<file path="src/rtl/rf_pkg.sv">
// Register file geometry shared by the regfile and its write-back scheduler.
package rf_pkg;

    localparam int AW   = 5;
    localparam int DW   = 32;
    localparam int NREG = 32;

    localparam logic [AW-1:0] X0 = '0;

endpackage

</file>
<file path="src/rtl/rr_arbiter.sv">
// Round-robin arbiter: the search starts one past the last granted index.
module rr_arbiter #(
    parameter int N  = 2,
    parameter int IW = (N > 1) ? $clog2(N) : 1
) (
    input  logic [N-1:0]  req,
    input  logic [IW-1:0] ptr,
    output logic [N-1:0]  gnt,
    output logic [IW-1:0] gnt_idx
);

    logic          found;
    logic [IW-1:0] idx;

    always_comb begin
        // NOTE: every variable gets a default first so no path leaves it unassigned (no latch).
        gnt     = '0;
        gnt_idx = '0;
        found   = 1'b0;
        idx     = '0;
        for (int k = 1; k <= N; k++) begin
            idx = IW'((int'(ptr) + k) % N);
            if (!found && req[idx]) begin
                found      = 1'b1;
                gnt[idx]   = 1'b1;
                gnt_idx    = idx;
            end
        end
    end

endmodule

</file>
<file path="src/rtl/rf_wb_scheduler.sv">
// Shares the regfile write port among NREQ write-back requesters and keeps the
// busy scoreboard the issue stage uses for RAW/WAW hazard detection.
module rf_wb_scheduler
    import rf_pkg::NREG, rf_pkg::X0;
#(
    parameter int NREQ = 2,
    parameter int AW   = rf_pkg::AW,
    parameter int DW   = rf_pkg::DW
) (
    input  logic                clock,
    input  logic                reset_n,
    input  logic                issue_valid,
    input  logic [AW-1:0]       issue_rd,
    output logic                issue_ready,
    input  logic [AW-1:0]       chk_rs1,
    input  logic [AW-1:0]       chk_rs2,
    output logic                chk_busy,
    input  logic [NREQ-1:0]     req_valid,
    output logic [NREQ-1:0]     req_ready,
    input  logic [NREQ*AW-1:0]  req_rd,
    input  logic [NREQ*DW-1:0]  req_data,
    output logic                rf_wen,
    output logic [AW-1:0]       rf_waddr,
    output logic [DW-1:0]       rf_wdata,
    output logic                err_unexpected
);

    localparam int PW = (NREQ > 1) ? $clog2(NREQ) : 1;

    logic [NREG-1:0] busy;
    logic [NREG-1:0] busy_next;
    logic [PW-1:0]   ptr;
    logic [NREQ-1:0] gnt;
    logic [PW-1:0]   gnt_idx;
    logic            any_gnt;
    logic [AW-1:0]   g_rd;
    logic [DW-1:0]   g_data;
    logic            issue_fire;
    logic            wb_err;

    logic [AW-1:0] rd_arr   [NREQ];
    logic [DW-1:0] data_arr [NREQ];

    for (genvar g = 0; g < NREQ; g++) begin : g_unpack
        assign rd_arr[g]   = req_rd[g*AW +: AW];
        assign data_arr[g] = req_data[g*DW +: DW];
    end

    rr_arbiter #(.N(NREQ), .IW(PW)) u_arb (
        .req     (req_valid),
        .ptr     (ptr),
        .gnt     (gnt),
        .gnt_idx (gnt_idx)
    );

    assign any_gnt   = |gnt;
    assign req_ready = gnt;
    assign g_rd      = rd_arr[gnt_idx];
    assign g_data    = data_arr[gnt_idx];

    // Registered busy only: a clear in flight is not forwarded, so WAW stalls.
    assign issue_ready = !issue_valid || issue_rd == X0 || !busy[issue_rd];
    assign issue_fire  = issue_valid && issue_ready && issue_rd != X0;
    assign chk_busy    = busy[chk_rs1] | busy[chk_rs2];
    assign wb_err      = any_gnt && g_rd != X0 && !busy[g_rd];

    // Clear tracks the regfile commit edge, i.e. when the output register holds the write.
    always_comb begin
        busy_next = busy;
        if (rf_wen)
            busy_next[rf_waddr] = 1'b0;
        if (issue_fire)
            busy_next[issue_rd] = 1'b1;
        busy_next[0] = 1'b0;
    end

    // NOTE: state uses non-blocking assignments so all flops sample pre-edge values together.
    // NOTE: the scoreboard is plain flops, not RAM, so it is reset like any other register.
    always_ff @(posedge clock or negedge reset_n) begin
        if (!reset_n) begin
            busy           <= '0;
            ptr            <= PW'(NREQ - 1);
            rf_wen         <= 1'b0;
            rf_waddr       <= '0;
            rf_wdata       <= '0;
            err_unexpected <= 1'b0;
        end else begin
            busy <= busy_next;
            if (any_gnt) begin
                ptr      <= gnt_idx;
                rf_wen   <= (g_rd != X0);
                rf_waddr <= g_rd;
                rf_wdata <= g_data;
            end else begin
                rf_wen <= 1'b0;
            end
            if (wb_err)
                err_unexpected <= 1'b1;
        end
    end

endmodule

</file>
<file path="config.mk">
export PLATFORM = sky130hd
export DESIGN_NAME = rf_wb_scheduler
export DESIGN_NICKNAME = d
export VERILOG_FILES = /design/src/rtl/rf_pkg.sv /design/src/rtl/rr_arbiter.sv /design/src/rtl/rf_wb_scheduler.sv
export SDC_FILE = /design/constraint.sdc
export NUM_CORES = 1
export LEC_CHECK = 0
export ABC_AREA = 1
export BUFFER_PORTS_ARGS = -buffer_cell sky130_fd_sc_hd__buf_4
export CAP_MARGIN = 10
export CELL_PAD_IN_SITES_DETAIL_PLACEMENT = 1
export CELL_PAD_IN_SITES_GLOBAL_PLACEMENT = 1
export CORE_ASPECT_RATIO = 0.7
export CORE_UTILIZATION = 36
export DETAILED_ROUTE_END_ITERATION = 8
export PLACE_DENSITY = 0.81
export SYNTH_ARGS = -nofsm -noshare
export SYNTH_HDL_FRONTEND = slang
export SYNTH_SLANG_ARGS = --single-unit
</file>
<file path="constraint.sdc">
create_clock -name clock -period 2.05 [get_ports clock]
set_input_delay 0.205 -clock clock [delete_from_list [all_inputs] [get_ports clock]]
set_output_delay 0.205 -clock clock [all_outputs]
set_load 0.05 [all_outputs]
</file>
==> run metrics <==
status complete, no violations; top_reg_cell synth dfrtp_1; vias 5388; Slowest Stage Delay on Critical Path 450 ps; Worst Max-Slew Pin Slew 611 ps; Placed Area 5750 um2; worst path cell trace inv_1 > o22ai_1 > o21ai_1 > nand2_1 > nor2_1 > nand2_1 > nand2_1 > buf_6; leakage 2.95 nW; worst path bufs/invs 2; Fin. Hold Viols 0; design area 6120 um2; total negative slack 0 ps; Nets 914; Antenna Nets Post-Route 0; area grow syn2layout 34.5%; pin count of the biggest net entering global routing 47; DR iter-0 viols 455; # DRC 0; sw power 2.87 mW; top post-synthesis cells by area dfrtp_1 38%, nand2_1 13%, nor2_1 9.3%, o21ai_0 8.8%, nand3_1 7.4%; syn nets 779; Worst-Skew Late Latency 340 ps; VDD IR max 0.472 mV; slowest CP cell dfrtp_1; final WL 19.5 mm; final setup violation count 0; P_int 3.55 mW; Congestion Overflow GR 0; synthesis-stage register bit count 71; clk sink count 71; R2R Setup Slk 170 ps; top cell family by delay on the critical path flip-flops; Placer Congestion 0.972; Critical Path RT 1850 ps; CP dominant cell by count nand2_1; htree depth 3; clock buffer depth 2; Comb pwr share 37.7%; Ys Warns 0; Antenna Diode Count 0; Pre-antenna DRT Iters 7; Seq pwr share 37.0%; Clock Skew 8.34 ps; Power Dens Cells 1050 nW/um2; Post-synth EDFFs 0; initial antenna violation count 0; hpwl dp 14.9 mm; row cnt 33; RSZ-0062 raised after global routing true; count leader, synth nand2_1; Crit. End Element output port; Die ar. 13100 um2; clock-pin slew on the worst setup and hold paths 70 ps; Clock power frac 25.3%; top cell type by total area after synthesis dfrtp_1; Max Cap Viol 0; Avg Inst Size Synth 6.65 um2; Final period util 97.6%; fin crit period 2000 ps; Max Slew Vio Count 0; first-pass GRT wire length 30.6 mm; most frequent cells after synthesis 162 x nand2_1, 113 x nor2_1, 80 x o21ai_0; Crit Path Class flop to output port; clock root buffer clkbuf_16; CTS tree built; switching fraction of total power 44.7%; drt via density 5.49; Mapped Cells 685; Yosys top cell area share 38.5%; core area 12000 um2; crit path launch type flop; fmax 500 MHz; gr usage total 31.3%; register area share after synthesis 39.0%; post-synthesis cell area 4550 um2; IO buf count 136; # IOs 137; wire length per cell 19.9 um; die width 136 um; vias in the first global route 5458; Num CTS Buffers 9; Max Fanout on Critical Path 3; Slew headroom 59.2%; chip height 96.1 um; initial core utilization 37.9%; Yosys cell types 25; asr flop ratio synth 100%; Data arrival, critical path 1790 ps; layout cell share with drive strength beyond 1 24.5%; Min-Delay Path Class input pin to flop
[final cells by class]
class / instances / area [um2]
inverters: 66 / 248
fillers: 1566 / 5890
multi-input cells: 518 / 2400
well taps: 157 / 196
repair buffers: 154 / 1190
clock inverters: 7 / 77.6
clock buffers: 9 / 225
flip-flops and latches: 71 / 1780
[per-layer routing]
layer	GRT usage [%]	routed length (um)	vias up
met4	8.33	286	0
met2	48.8	8760	186
met1	43.3	9050	2641
met3	7.42	1440	25
li1	-	-	2536
met5	0	0	-
[placed cells by master (no fill, tap or decap), drive strengths merged, types with 3 or more instances in the layout]
cell type  instances
clkbuf            10
nor3               9
nor2             114
clkinv             3
o22ai             11
nand3             67
buf              152
a21oi             30
nand2            167
o31ai             32
dfrtp             70
o21ai             83
inv               68
[state kept, by name (all words and copies together), names as in the netlist]
signal          count
busy               31
err_unexpected      1
ptr                 1
rf_waddr            5
rf_wdata           32
rf_wen              1
[worst paths after layout]
kind | from | to | cells after the start
hold reg to reg | ptr | ptr | 2
min in group asynchronous | reset_n | rf_wdata[30] | 2
max in group asynchronous | reset_n | busy[4] | 3
hold / removal | req_data[31] | rf_wdata[31] | 3
setup / recovery | busy[28] | issue_ready | 8
setup reg to reg | ptr | rf_wdata[14] | 6
[power by group through the flow]
stage / Sequential (mW) / Clock [mW] / Combinational [mW]
floorplan: 2.35 / 0 / 1.15
global placement: 2.29 / 0 / 2.27
detailed placement: 2.32 / 0 / 2.31
CTS: 2.31 / 1.64 / 2.34
global route: 2.39 / 1.70 / 2.63
finish: 2.37 / 1.62 / 2.42
[what timing repair did]
action                     4_1_cts  5_1_grt
setup endpoints to repair        2        4
hold buffers                     1        0
cloned                           0        0
buffers inserted                 0        3
hold endpoints to repair        43        0
resized for setup                6       33
pin swaps                        0        1
[tightest hold or removal path: cells and delay by family]
kind	cells	cell delay [ps]
and+or+nand+nor	1	90
buffers and inverters	1	110
AOI/OAI and AO/OA	1	70
[metrics by stage]
step | cells | setup slack (ps) | utilization, % | hold WS (ps) | power (mW)
2_1_floorplan | 685 | 331 | - | -90.6 | 3.50
3_3_place_gp | 962 | 77.7 | 47.8 | 255 | 4.57
3_5_place_dp | 962 | 37.1 | 47.8 | 254 | 4.64
4_1_cts | 979 | 2.26 | 50.5 | 162 | 6.29
5_1_grt | 982 | -11.8 | 51.0 | 172 | 6.72
6_report | 982 | 50.1 | 51.0 | 166 | 6.41
[kinds of logic (layout without fill, tap and decap cells)]
group / after synthesis / count (layout) / synth area share (%)
AND/OR/NAND/NOR: 357 / 357 / 32.0
AO/OA/AOI/OAI: 161 / 161 / 20.1
buffers and inverters: 96 / 236 / 8.93
flip-flops: 71 / 71 / 39.0
Note: power is estimated with default switching activity, not from simulation.
